--- src/rtl/mem_port_arbiter.sv ---
// mem_port_arbiter: shares one memory port between instruction fetch and
// the load/store stage. Data has fixed priority. A wait counter stops fetch
// from starving. All outputs are registered.
// Ports: arbiter_clock_in/arbiter_reset_in (sync, active-low), arbiter_flush_in,
//   fetch req (ins_valid/addr -> ins_ready/data), data req (data_valid/we/
//   addr/wdata -> data_ready/rdata), memory port (mem_valid/we/addr/wdata <-
//   mem_ready/rdata), arbiter_busy_out.
module mem_port_arbiter #(
    parameter int XLEN         = 32,
    parameter int STARVE_LIMIT = 4
) (
    input  logic            arbiter_clock_in,
    input  logic            arbiter_reset_in,
    input  logic            arbiter_flush_in,
    input  logic            arbiter_ins_valid_in,
    input  logic [XLEN-1:0] arbiter_ins_addr_in,
    output logic            arbiter_ins_ready_out,
    output logic [XLEN-1:0] arbiter_ins_data_out,
    input  logic            arbiter_data_valid_in,
    input  logic            arbiter_data_we_in,
    input  logic [XLEN-1:0] arbiter_data_addr_in,
    input  logic [XLEN-1:0] arbiter_data_wdata_in,
    output logic            arbiter_data_ready_out,
    output logic [XLEN-1:0] arbiter_data_rdata_out,
    output logic            arbiter_mem_valid_out,
    output logic            arbiter_mem_we_out,
    output logic [XLEN-1:0] arbiter_mem_addr_out,
    output logic [XLEN-1:0] arbiter_mem_wdata_out,
    input  logic            arbiter_mem_ready_in,
    input  logic [XLEN-1:0] arbiter_mem_rdata_in,
    output logic            arbiter_busy_out
);

    localparam int CW = $clog2(STARVE_LIMIT + 1);
    localparam logic [CW-1:0] LIMIT = CW'(STARVE_LIMIT);

    typedef enum logic [1:0] {
        IDLE,
        INS_BUSY,
        DATA_BUSY
    } state_e;

    state_e          state_q, state_d;
    logic            mem_valid_q, mem_valid_d;
    logic            mem_we_q, mem_we_d;
    logic [XLEN-1:0] mem_addr_q, mem_addr_d;
    logic [XLEN-1:0] mem_wdata_q, mem_wdata_d;
    logic            ins_ready_q, ins_ready_d;
    logic [XLEN-1:0] ins_data_q, ins_data_d;
    logic            data_ready_q, data_ready_d;
    logic [XLEN-1:0] data_rdata_q, data_rdata_d;
    logic [CW-1:0]   wait_cnt_q, wait_cnt_d;
    logic            drop_q, drop_d;

    logic ins_elig, data_elig, ins_grant;

    // A requester whose ready pulse is high this cycle still shows the old
    // valid; skipping it avoids granting the finished request twice.
    assign ins_elig  = arbiter_ins_valid_in & ~ins_ready_q & ~arbiter_flush_in;
    assign data_elig = arbiter_data_valid_in & ~data_ready_q;

    always_comb begin
        state_d      = state_q;
        mem_valid_d  = mem_valid_q;
        mem_we_d     = mem_we_q;
        mem_addr_d   = mem_addr_q;
        mem_wdata_d  = mem_wdata_q;
        ins_ready_d  = 1'b0;
        ins_data_d   = ins_data_q;
        data_ready_d = 1'b0;
        data_rdata_d = data_rdata_q;
        drop_d       = drop_q;
        ins_grant    = 1'b0;

        case (state_q)
            IDLE: begin
                if (ins_elig && (!data_elig || wait_cnt_q == LIMIT)) begin
                    ins_grant   = 1'b1;
                    state_d     = INS_BUSY;
                    mem_valid_d = 1'b1;
                    mem_we_d    = 1'b0;
                    mem_addr_d  = arbiter_ins_addr_in;
                    mem_wdata_d = '0;
                end else if (data_elig) begin
                    state_d     = DATA_BUSY;
                    mem_valid_d = 1'b1;
                    mem_we_d    = arbiter_data_we_in;
                    mem_addr_d  = arbiter_data_addr_in;
                    mem_wdata_d = arbiter_data_wdata_in;
                end
            end
            INS_BUSY: begin
                if (arbiter_mem_ready_in) begin
                    state_d     = IDLE;
                    mem_valid_d = 1'b0;
                    drop_d      = 1'b0;
                    // A flush in the completing cycle also drops the word.
                    if (!(drop_q || arbiter_flush_in)) begin
                        ins_ready_d = 1'b1;
                        ins_data_d  = arbiter_mem_rdata_in;
                    end
                end else if (arbiter_flush_in) begin
                    drop_d = 1'b1;
                end
            end
            DATA_BUSY: begin
                if (arbiter_mem_ready_in) begin
                    state_d      = IDLE;
                    mem_valid_d  = 1'b0;
                    data_ready_d = 1'b1;
                    if (!mem_we_q) begin
                        data_rdata_d = arbiter_mem_rdata_in;
                    end
                end
            end
            default: begin
                state_d     = IDLE;
                mem_valid_d = 1'b0;
            end
        endcase

        if (!arbiter_ins_valid_in || arbiter_flush_in || ins_grant) begin
            wait_cnt_d = '0;
        end else if (wait_cnt_q != LIMIT) begin
            wait_cnt_d = wait_cnt_q + 1'b1;
        end else begin
            wait_cnt_d = wait_cnt_q;
        end
    end

    always_ff @(posedge arbiter_clock_in) begin
        if (!arbiter_reset_in) begin
            state_q      <= IDLE;
            mem_valid_q  <= 1'b0;
            mem_we_q     <= 1'b0;
            mem_addr_q   <= '0;
            mem_wdata_q  <= '0;
            ins_ready_q  <= 1'b0;
            ins_data_q   <= '0;
            data_ready_q <= 1'b0;
            data_rdata_q <= '0;
            wait_cnt_q   <= '0;
            drop_q       <= 1'b0;
        end else begin
            state_q      <= state_d;
            mem_valid_q  <= mem_valid_d;
            mem_we_q     <= mem_we_d;
            mem_addr_q   <= mem_addr_d;
            mem_wdata_q  <= mem_wdata_d;
            ins_ready_q  <= ins_ready_d;
            ins_data_q   <= ins_data_d;
            data_ready_q <= data_ready_d;
            data_rdata_q <= data_rdata_d;
            wait_cnt_q   <= wait_cnt_d;
            drop_q       <= drop_d;
        end
    end

    assign arbiter_ins_ready_out  = ins_ready_q;
    assign arbiter_ins_data_out   = ins_data_q;
    assign arbiter_data_ready_out = data_ready_q;
    assign arbiter_data_rdata_out = data_rdata_q;
    assign arbiter_mem_valid_out  = mem_valid_q;
    assign arbiter_mem_we_out     = mem_we_q;
    assign arbiter_mem_addr_out   = mem_addr_q;
    assign arbiter_mem_wdata_out  = mem_wdata_q;
    assign arbiter_busy_out       = (state_q != IDLE);

endmodule

--- config.mk ---
export PLATFORM = sky130hd
export DESIGN_NAME = mem_port_arbiter
export DESIGN_NICKNAME = d
export VERILOG_FILES = /design/src/rtl/mem_port_arbiter.sv
export SDC_FILE = /design/constraint.sdc
export NUM_CORES = 1
export LEC_CHECK = 0
export ABC_AREA = 1
export CAP_MARGIN = 20
export CORE_MARGIN = 2
export CORE_UTILIZATION = 41
export DETAILED_ROUTE_END_ITERATION = 16
export HOLD_SLACK_MARGIN = 0.03
export PLACE_DENSITY = 0.78
export SYNTH_ARGS = -nofsm -noshare
export SYNTH_HDL_FRONTEND = slang
export SYNTH_SLANG_ARGS = --single-unit
--- constraint.sdc ---
create_clock -name arbiter_clock_in -period 1.5 [get_ports arbiter_clock_in]
set_input_delay 0.225 -clock arbiter_clock_in [delete_from_list [all_inputs] [get_ports arbiter_clock_in]]
set_output_delay 0.225 -clock arbiter_clock_in [all_outputs]
set_load 0.05 [all_outputs]
==> metrics.txt, run 1 <==
dpl hpwl ~12,000 um; YS warnings 0; Synth Area in Compound Gates 0.132; setup TNS -1.67 ns; Final Wtd Congestion roughly 0.8; Synth Area in Adders 0.0108; drt wl/cell between 15 and 20 um; CP Capture Type register; TritonRoute pass-1 iters 5; GRT Overall Usage 0.232; final slew viol count 0; final setup vio count 34; global-route wire length before repair 27,500 um; LEAKAGE roughly 4.7 nW; Port-buffer cells between 200 and 300; clock latency on the worst-skew pair between 0.4 and 0.5 ns; via density per instance 4.88; Syn Inst Count around 830; TritonCTS buffer count 17; fin nets about 1,300; hold_buf cts 0; final worst-path cycle share 1.09; die width between 100 and 150 um; setup repair after global routing missed its margin true; Slowest cell on crit path dfxtp_2; Synth cell types 26; CP delay by family, top buffers and inverters; layout cells sized above 1 0.267; Synth Cell Area 5770 um2; Worst EP required 1.80 ns; kind of critical path register to register; Worst Path Buf+Inv 5; die height 123 um; Clock transition at path regs approximately 0.060 ns; CTS root buffer clkbuf_16; largest family of logic cells by synthesized area simple AND/OR/NAND/NOR gates; sequential share of the synthesized area 0.479; CTS Sinks 138; Synth area leader dfxtp_1; largest net degree at the start of global routing 69; GR Overflow Total 0; crit-path cells inv_2 > ha_4 > clkinvlp_4 > buf_6 > a21oi_4 > buf_6 > clkbuf_16 > nand2_1 > nor2_1 > nor2_1; multiplexer share of the synthesized area 0; FP Rows 43; final hold violation count 0; placed cell count between 1,000 and 1,500; WP data arrival 1.94 ns; top cells by area, synth dfxtp_1 48%, nor2_1 22%, o21ai_0 7.8%; core area 13,800 um2; DR vias around 6,400; PwrDens 1820 nW/um2; area grow syn2layout 71.6%; TritonCTS clock tree done; Final ANT Viol Nets 0; CTS H-Tree Depth 4; non-filler cells, final roughly 1,300; fill count ~1,100; dpl ws -0.186 ns; crit path max fanout 8; Fmax achieved 609 MHz; Clock Path Buffers 2; mean area per synthesized cell about 7 um2; Synth Area in Simple Gates 0.302; # Max-Cap Violations 0; Routed Wire Length ~20,000 um; Mapped Nets approximately 970; violated checks setup timing; 1st-iter DRT viols between 300 and 400; vias in the first global route approximately 5,600; crit start category register; Peak VDD IR 1.07 mV; total power approximately 18 mW; worst setup margin -0.142 ns; relative slew slack 0.765; initial antenna violation count 2; slew of the pin with the lowest slew margin 0.352 ns; Tmin final 1.64 ns; drc violations 0; clk_skew 0.0114 ns; slowest stage delay, CP roughly 0.33 ns; Post-Synth XOR/XNOR Area 0.00303; DIE AREA around 15,000 um2; register bit total from synthesis around 140; initial core utilization 0.418; status finished with violations; hold crit path type input pin to register; top cell type's share of synthesized area 0.479; Top-Level Pins roughly 270
==> layer usage <==
layer  GRT usage  share of wire  up-vias
met5           0              0        -
met4      0.0920          0.023        0
met3      0.0846          0.091       40
met2       0.378           0.49      284
met1       0.277           0.39     2915
li1            -              -     3164
==> report_power, final <==
group / total (mW) / switching, mW / internal (mW)
logic: 8.64 / 5.47 / 3.16
clock network: 4.51 / 1.60 / 2.91
registers: 4.90 / 0.424 / 4.47
==> metrics by stage <==
step           area (um2)   util  hold WS [ns]
2_1_floorplan        5820      -         0.355
3_3_place_gp         8450  0.611         0.454
3_5_place_dp         8450  0.611         0.459
4_1_cts              9220  0.667         0.264
5_1_grt              9910  0.716         0.292
6_report             9910  0.716         0.266
==> worst reg2reg max path: stages (launching register included) <==
cell and delay (ns):
dfxtp_2 0.33, inv_2 0.08, ha_4 0.14, clkinvlp_4 0.09
buf_6 0.13, a21oi_4 0.15, buf_6 0.16, clkbuf_16 0.18
nand2_1 0.07, nor2_1 0.14, nor2_1 0.07
==> registers in the layout (all words and copies together), names as in the netlist <==
signal and flops:
arbiter_mem_valid_out 1, arbiter_ins_data_out 32, drop_q 1, arbiter_mem_addr_out 32, arbiter_data_rdata_out 32, arbiter_mem_wdata_out 32
wait_cnt_q 3, arbiter_mem_we_out 1, state_q 2, arbiter_ins_ready_out 1, arbiter_data_ready_out 1
==> kinds of logic (layout without fill, tap and decap cells) <==
kind of cell             count (synthesis)  in the layout
AO/OA/AOI/OAI                          134            134
flip-flops                             138            138
other                                    0              2
AND/OR/NAND/NOR                        456            458
adder cells (fa/ha/maj)                  5              5
XOR/XNOR                                 2              2
buffers and inverters                   98            394
==> Yosys cell counts <==
master / instances
inv_2: 4
dfxtp_1: 138
xnor2_1: 1
nand2_2: 3
nand3_1: 5
a21oi_1: 3
inv_1: 41
nor2_1: 332
a21oi_2: 1
clkbuf_2: 1
a21boi_0: 24
nand2_1: 111
buf_6: 3
o21ai_0: 90
buf_4: 1
or2_1: 1
nor2_2: 2
o2111a_1: 1
a21boi_1: 9
nand3_2: 2
buf_1: 1
xor2_1: 1
buf_2: 21
clkbuf_1: 26
o21ai_1: 6
ha_1: 5
==> placed cells by master, fill, tap and decap left out, types with 5 or more instances in the layout <==
cell	synthesis	routed
nor2_1	332	309
a21boi_0	24	24
nand3_1	5	5
o21ai_1	6	38
nand2_4	0	15
buf_12	0	13
nor2_4	0	8
nand2_2	3	20
nor2_2	2	17
buf_4	1	147
nand2_1	111	79
a21boi_1	9	9
dfxtp_2	0	6
clkbuf_16	0	28
inv_1	41	34
clkdlybuf4s50_1	0	133
dfxtp_1	138	132
inv_2	4	10
o21ai_0	90	55
buf_6	3	8
==> path summary, 6_finish.rpt <==
kind	end	cells after the start	slack, ns	start
worst max-delay path	arbiter_mem_addr_out[1]$_SDFFE_PN0P_	10	-0.14	state_q[0]$_SDFFE_PN0P_
worst min-delay path	arbiter_mem_wdata_out[13]$_SDFFE_PN0P_	3	0.27	arbiter_reset_in
worst max register to register	arbiter_mem_addr_out[1]$_SDFFE_PN0P_	10	-0.14	state_q[0]$_SDFFE_PN0P_
worst min register to register	arbiter_mem_valid_out$_SDFFE_PN0P_	2	0.49	arbiter_mem_valid_out$_SDFFE_PN0P_
==> area by class of cell <==
cell class,instances,area [um2],area share
Timing Repair Buffer,318,3170,0.320
Multi-Input combinational cell,599,2930,0.296
Sequential cell,138,2770,0.280
Clock buffer,21,470,0.0475
Tap cell,180,225,0.0227
Inverter,45,173,0.0174
Clock inverter,10,165,0.0167
Antenna cell,2,5.00,0.000505
==> what timing repair did <==
item	CTS	global route
setup endpoints to repair	5	131
resized for setup	10	135
gates cloned	2	16
buffers inserted	6	2
pin swaps	2	53
Power figures use the tool's default switching activity.
==> run 2, diff against run 1 <==
- SLEW_MARGIN: unset -> 20
==> results of run 2 <==
Final layout, timing and power as in run 1 (identical DEF).
